## config.mk

```make
export PLATFORM = sky130hd
export DESIGN_NAME = rr_arbiter_lock
export DESIGN_NICKNAME = d
export VERILOG_FILES = /design/src/rtl/rr_arbiter_lock.sv
export SDC_FILE = /design/constraint.sdc
export NUM_CORES = 1
export LEC_CHECK = 0
export CORE_AREA = 2 2 50 52
export CTS_CLUSTER_SIZE = 10
export DETAILED_ROUTE_END_ITERATION = 8
export DIE_AREA = 0 0 52 54
export PLACE_DENSITY = 0.65
export SLEW_MARGIN = 20
export SYNTH_ARGS = -nofsm -noshare
export SYNTH_HDL_FRONTEND = slang
export SYNTH_SLANG_ARGS = --single-unit
```

## constraint.sdc

```tcl
create_clock -name clk -period 2.7 [get_ports clk]
set_input_delay 0.54 -clock clk [delete_from_list [all_inputs] [get_ports clk]]
set_output_delay 0.54 -clock clk [all_outputs]
set_load 0.02 [all_outputs]
```

## src/rtl/rr_arbiter_lock.sv

```systemverilog
// rr_arbiter_lock: round-robin arbiter with grant locking
// and an optional per-owner hold-time limit.
module rr_arbiter_lock #(
  parameter int N = 8,
  parameter int MAX_HOLD = 0,
  localparam int IW = (N > 1) ? $clog2(N) : 1
) (
  input  logic          clk,
  input  logic          rst,
  input  logic [N-1:0]  req,
  output logic [N-1:0]  gnt,
  output logic          gnt_valid,
  output logic [IW-1:0] gnt_idx
);

  localparam int HW =
    (MAX_HOLD < 1) ? 1 : $clog2(MAX_HOLD + 1);
  localparam logic [HW-1:0] HLIM = HW'(MAX_HOLD);
  localparam logic [HW-1:0] HSAT = '1;
  localparam logic [HW-1:0] HONE = HW'(1);
  localparam logic [IW-1:0] LAST = IW'(N - 1);

  logic [IW-1:0] last_idx;
  logic [HW-1:0] hold_cnt;

  logic [N-1:0]  last_oh;
  logic [N-1:0]  prefix;
  logic [N-1:0]  mask;
  logic [N-1:0]  masked;
  logic [IW-1:0] win_idx;
  logic          expire;
  logic          hold;

  logic [N-1:0]  gnt_n;
  logic          gnt_valid_n;
  logic [IW-1:0] gnt_idx_n;
  logic [IW-1:0] last_idx_n;
  logic [HW-1:0] hold_cnt_n;

  function automatic logic [IW-1:0] lowest(
    input logic [N-1:0] v
  );
    logic [IW-1:0] r;
    r = '0;
    for (int i = N - 1; i >= 0; i--) begin
      if (v[i]) r = IW'(i);
    end
    return r;
  endfunction

  // thermometer mask: every bit strictly above last winner
  always_comb begin
    logic acc;
    last_oh = '0;
    last_oh[last_idx] = 1'b1;
    acc = 1'b0;
    prefix = '0;
    for (int i = 0; i < N; i++) begin
      acc = acc | last_oh[i];
      prefix[i] = acc;
    end
    mask = {prefix[N-2:0], 1'b0};
  end

  // candidate pick: masked requests first, then wrap
  always_comb begin
    masked = req & mask;
    if (|masked) win_idx = lowest(masked);
    else         win_idx = lowest(req);
  end

  // lock/expire decision; lone owner is never preempted
  always_comb begin
    expire = (MAX_HOLD != 0)
           && (hold_cnt >= HLIM)
           && (|(req & ~gnt));
    hold = gnt_valid && (|(req & gnt)) && !expire;
  end

  // next-state: hold, re-arbitrate, or go idle
  always_comb begin
    gnt_n       = gnt;
    gnt_valid_n = gnt_valid;
    gnt_idx_n   = gnt_idx;
    last_idx_n  = last_idx;
    hold_cnt_n  = hold_cnt;
    if (hold) begin
      if (hold_cnt != HSAT) hold_cnt_n = hold_cnt + 1'b1;
    end else if (|req) begin
      gnt_n          = '0;
      gnt_n[win_idx] = 1'b1;
      gnt_valid_n    = 1'b1;
      gnt_idx_n      = win_idx;
      last_idx_n     = win_idx;
      hold_cnt_n     = HONE;
    end else begin
      gnt_n       = '0;
      gnt_valid_n = 1'b0;
      hold_cnt_n  = '0;
    end
  end

  // state registers; pointer resets to top so bit 0 wins first
  always_ff @(posedge clk or posedge rst) begin
    if (rst) begin
      gnt       <= '0;
      gnt_valid <= 1'b0;
      gnt_idx   <= '0;
      last_idx  <= LAST;
      hold_cnt  <= '0;
    end else begin
      gnt       <= gnt_n;
      gnt_valid <= gnt_valid_n;
      gnt_idx   <= gnt_idx_n;
      last_idx  <= last_idx_n;
      hold_cnt  <= hold_cnt_n;
    end
  end

endmodule

```

==> metrics <==
Crit path depth 7; cts hold-fix bufs 0; H-tree Lvls 1; Max Cap Viol 0; register area approximately 380 sq um; final core utilization 0.5254; post-cts resize count 0; setup repair bufs after CTS 0; CP max-delay cell clkdlybuf4s50_1; outcome complete, no violations; global route hottest layer met2; routed vias about 870; Area Overhead vs Synth 27.82%; sequential power share 0.314; worst-margin pin slew 0.5512 ns; Final Setup Violations 0; switching power of the nets around 600 uW; Final Hold Vio Count 0; Syn Nets 107; DR vias/cell about 5.8; final worst setup slack about 0.41 ns; initial antenna violation count 0; WL final ~2400 microns; CTS tree built; layout cells sized above 1 0.1570; maximum vdd drop 0.6520 mV; Netlist Area Pre-Place around 950 sq um; grt met2 use 0.2996; Combinational Power Share 0.594; Main synth FF type dfrtp_1; CTS clk-pin slew, worst paths roughly 0.08 ns; r2r startpoint last_idx[1]; Avg Cell Area, Syn slightly below 10 sq um; critical path launch point req[3]; sequential area share after synthesis 0.3976; Antenna Nets Post-Route 0; core area about 2300 sq um; total gr overflow 0; most frequent cells in the layout clkdlybuf4s50_1 (21), dfrtp_1 (12), nand2_1 (11), a21oi_1 (6), nand2b_1 (6); Die ar. 2808 sq um; I/O Buffers 21; leakage power 0.0004848 uW; setup TNS 0 ns; Max transition margin 0.6321; RSZ-0062 raised after global routing false; max frequency 436.8 MHz; Switching Fraction 0.4390; average wire per standard cell ~16 microns; Setup Slack @ Placement around 0.11 ns; CTS Buffer Depth 2; vias in the first global route slightly above 800; worst reg2reg setup slack approximately 0.54 ns; Die X between 50 and 60 microns; Clk Latency, worst-skew pair around 0.28 ns; Post-synth ARST share 1.000; r2r worst-path depth 6; Setup crit end gnt[6]; first-pass GRT wire length roughly 4000 microns; crit path max fanout 8; met1 Resource Use GR 0.2538; Root Driver clkbuf_4; CP max stage delay 0.54 ns; fin crit share 0.8479; CP Cell Sequence clkdlybuf4s50_1 -> nor4_1 -> or2b_1 -> nand3_1 -> nor3b_4 -> nand2_1 -> o21ai_1; Arr. time, crit path around 2.5 ns; delay-heaviest family, CP simple AND/OR/NAND/NOR gates; largest net degree at the start of global routing 16; number of diodes 0; I/O Pins 22; Pins Over Slew Limit 0; YS warnings 0; Starting Density 0.4110; power per cell area around 1100 nW/um^2; synthesized flop and latch total 15; Worst setup SP type input pin; Num CTS Buffers 3; Total GRT Usage 0.1903; TritonCTS Sinks 15; Net count, final 132; Clk pwr share 0.092; Final Critical Period 2.289 ns; FF-to-FF End gnt[3]; DR DRC count 0; Post-synth EDFFs 0; Site Rows 18; Global Route met3 Usage 0.03889; WP data required 2.91 ns; CP Capture Type flip-flop; fill count between 200 and 250; Power, Total roughly 1400 uW; area of the multi-input gates between 500 and 600 sq um; Pint about 770 uW; Distinct cells, synth 35; Crit Path Category in -> reg; Layout Skew around 0.00059 ns; Synth Instances between 90 and 100; Buf+Inv Stages, Crit Path 1; most common cell after layout, fill and taps aside clkdlybuf4s50_1; HP Class reg -> reg; GPL Wtd Cong 0.8763; Die Ht between 50 and 60 microns; DP Wirelength between 1500 and 2000 microns; drt initial violations 19; DRT Pass-1 Iters 4
==> through the flow <==
step | hold WS (ns) | cell area, sq um | std cells
6_report | 0.4877 | 1219 | 151
5_1_grt | 0.5295 | 1219 | 151
4_1_cts | 0.4961 | 1219 | 151
3_5_place_dp | 0.4763 | 1192 | 147
3_3_place_gp | 0.4601 | 1192 | 147
2_1_floorplan | 0.4393 | 953.4 | 97
==> cells in the mapped netlist, types with 4 or more instances <==
| library cell | n | area, sq um |
|---|---|---|
| a21oi_1 | 6 | 30.03 |
| dfrtp_1 | 12 | 300.3 |
| nand2_1 | 11 | 41.29 |
| a22oi_1 | 5 | 37.54 |
| a21o_1 | 4 | 30.03 |
| inv_1 | 5 | 18.77 |
| nor2_1 | 5 | 18.77 |
| a32o_1 | 4 | 40.04 |
| o31ai_1 | 4 | 30.03 |
| nand2b_1 | 6 | 37.54 |
==> flip-flops by register name, indices dropped and copies added (netlist names) <==
signal	flops
gnt_valid	1
last_idx	3
gnt_idx	3
gnt	8
==> worst min path at each step <==
stage,endpoint,cells past startpoint,slack [ns],from
2_1_floorplan,gnt[0],1,0.44,rst
3_3_place_gp,gnt_idx[2],1,0.46,gnt_idx[2]
3_5_place_dp,gnt_idx[2],1,0.48,gnt_idx[2]
4_1_cts,gnt_idx[2],1,0.50,gnt_idx[2]
5_1_grt,gnt_idx[2],1,0.53,gnt_idx[2]
6_report,gnt_idx[2],1,0.49,gnt_idx[2]
==> power by group through the flow <==
stage / Sequential (uW) / Clock [uW] / Combinational [uW]
after floorplan: 438 / 0 / 568
after global routing: 445 / 144 / 893
after CTS: 428 / 128 / 821
after global placement: 430 / 0 / 806
after detailed placement: 433 / 0 / 816
final: 431 / 126 / 816
==> layer usage <==
layer | vias to the layer above | part of all wire
met4 | 0 | 0.017
met5 | - | 0
met3 | 4 | 0.059
met1 | 420 | 0.47
li1 | 418 | -
met2 | 29 | 0.46
==> worst register-to-register path: stages, from the launching register on <==
cell	delay, ns
dfstp_2	0.66
inv_1	0.12
a21oi_1	0.22
o32ai_2	0.17
or3_4	0.41
o211ai_4	0.31
a32o_1	0.22
==> area by class of cell <==
type                    instances  area share
inverters                       5     0.01540
multi-input cells              74      0.4363
repair buffers                 23      0.1848
clock buffers                   4     0.02156
flip-flops and latches         15      0.3111
well taps                      30     0.03080
==> cells by family (layout without fill, tap and decap cells) <==
logic type / count (synthesis) / after routing / synth area share
and+or+nand+nor: 33 / 33 / 0.1942
muxes: 2 / 2 / 0.02362
buffers and inverters: 8 / 32 / 0.04462
DFF: 15 / 15 / 0.3976
AOI/OAI and AO/OA: 39 / 39 / 0.3399
No activity file was read; power rests on OpenSTA's default activity.
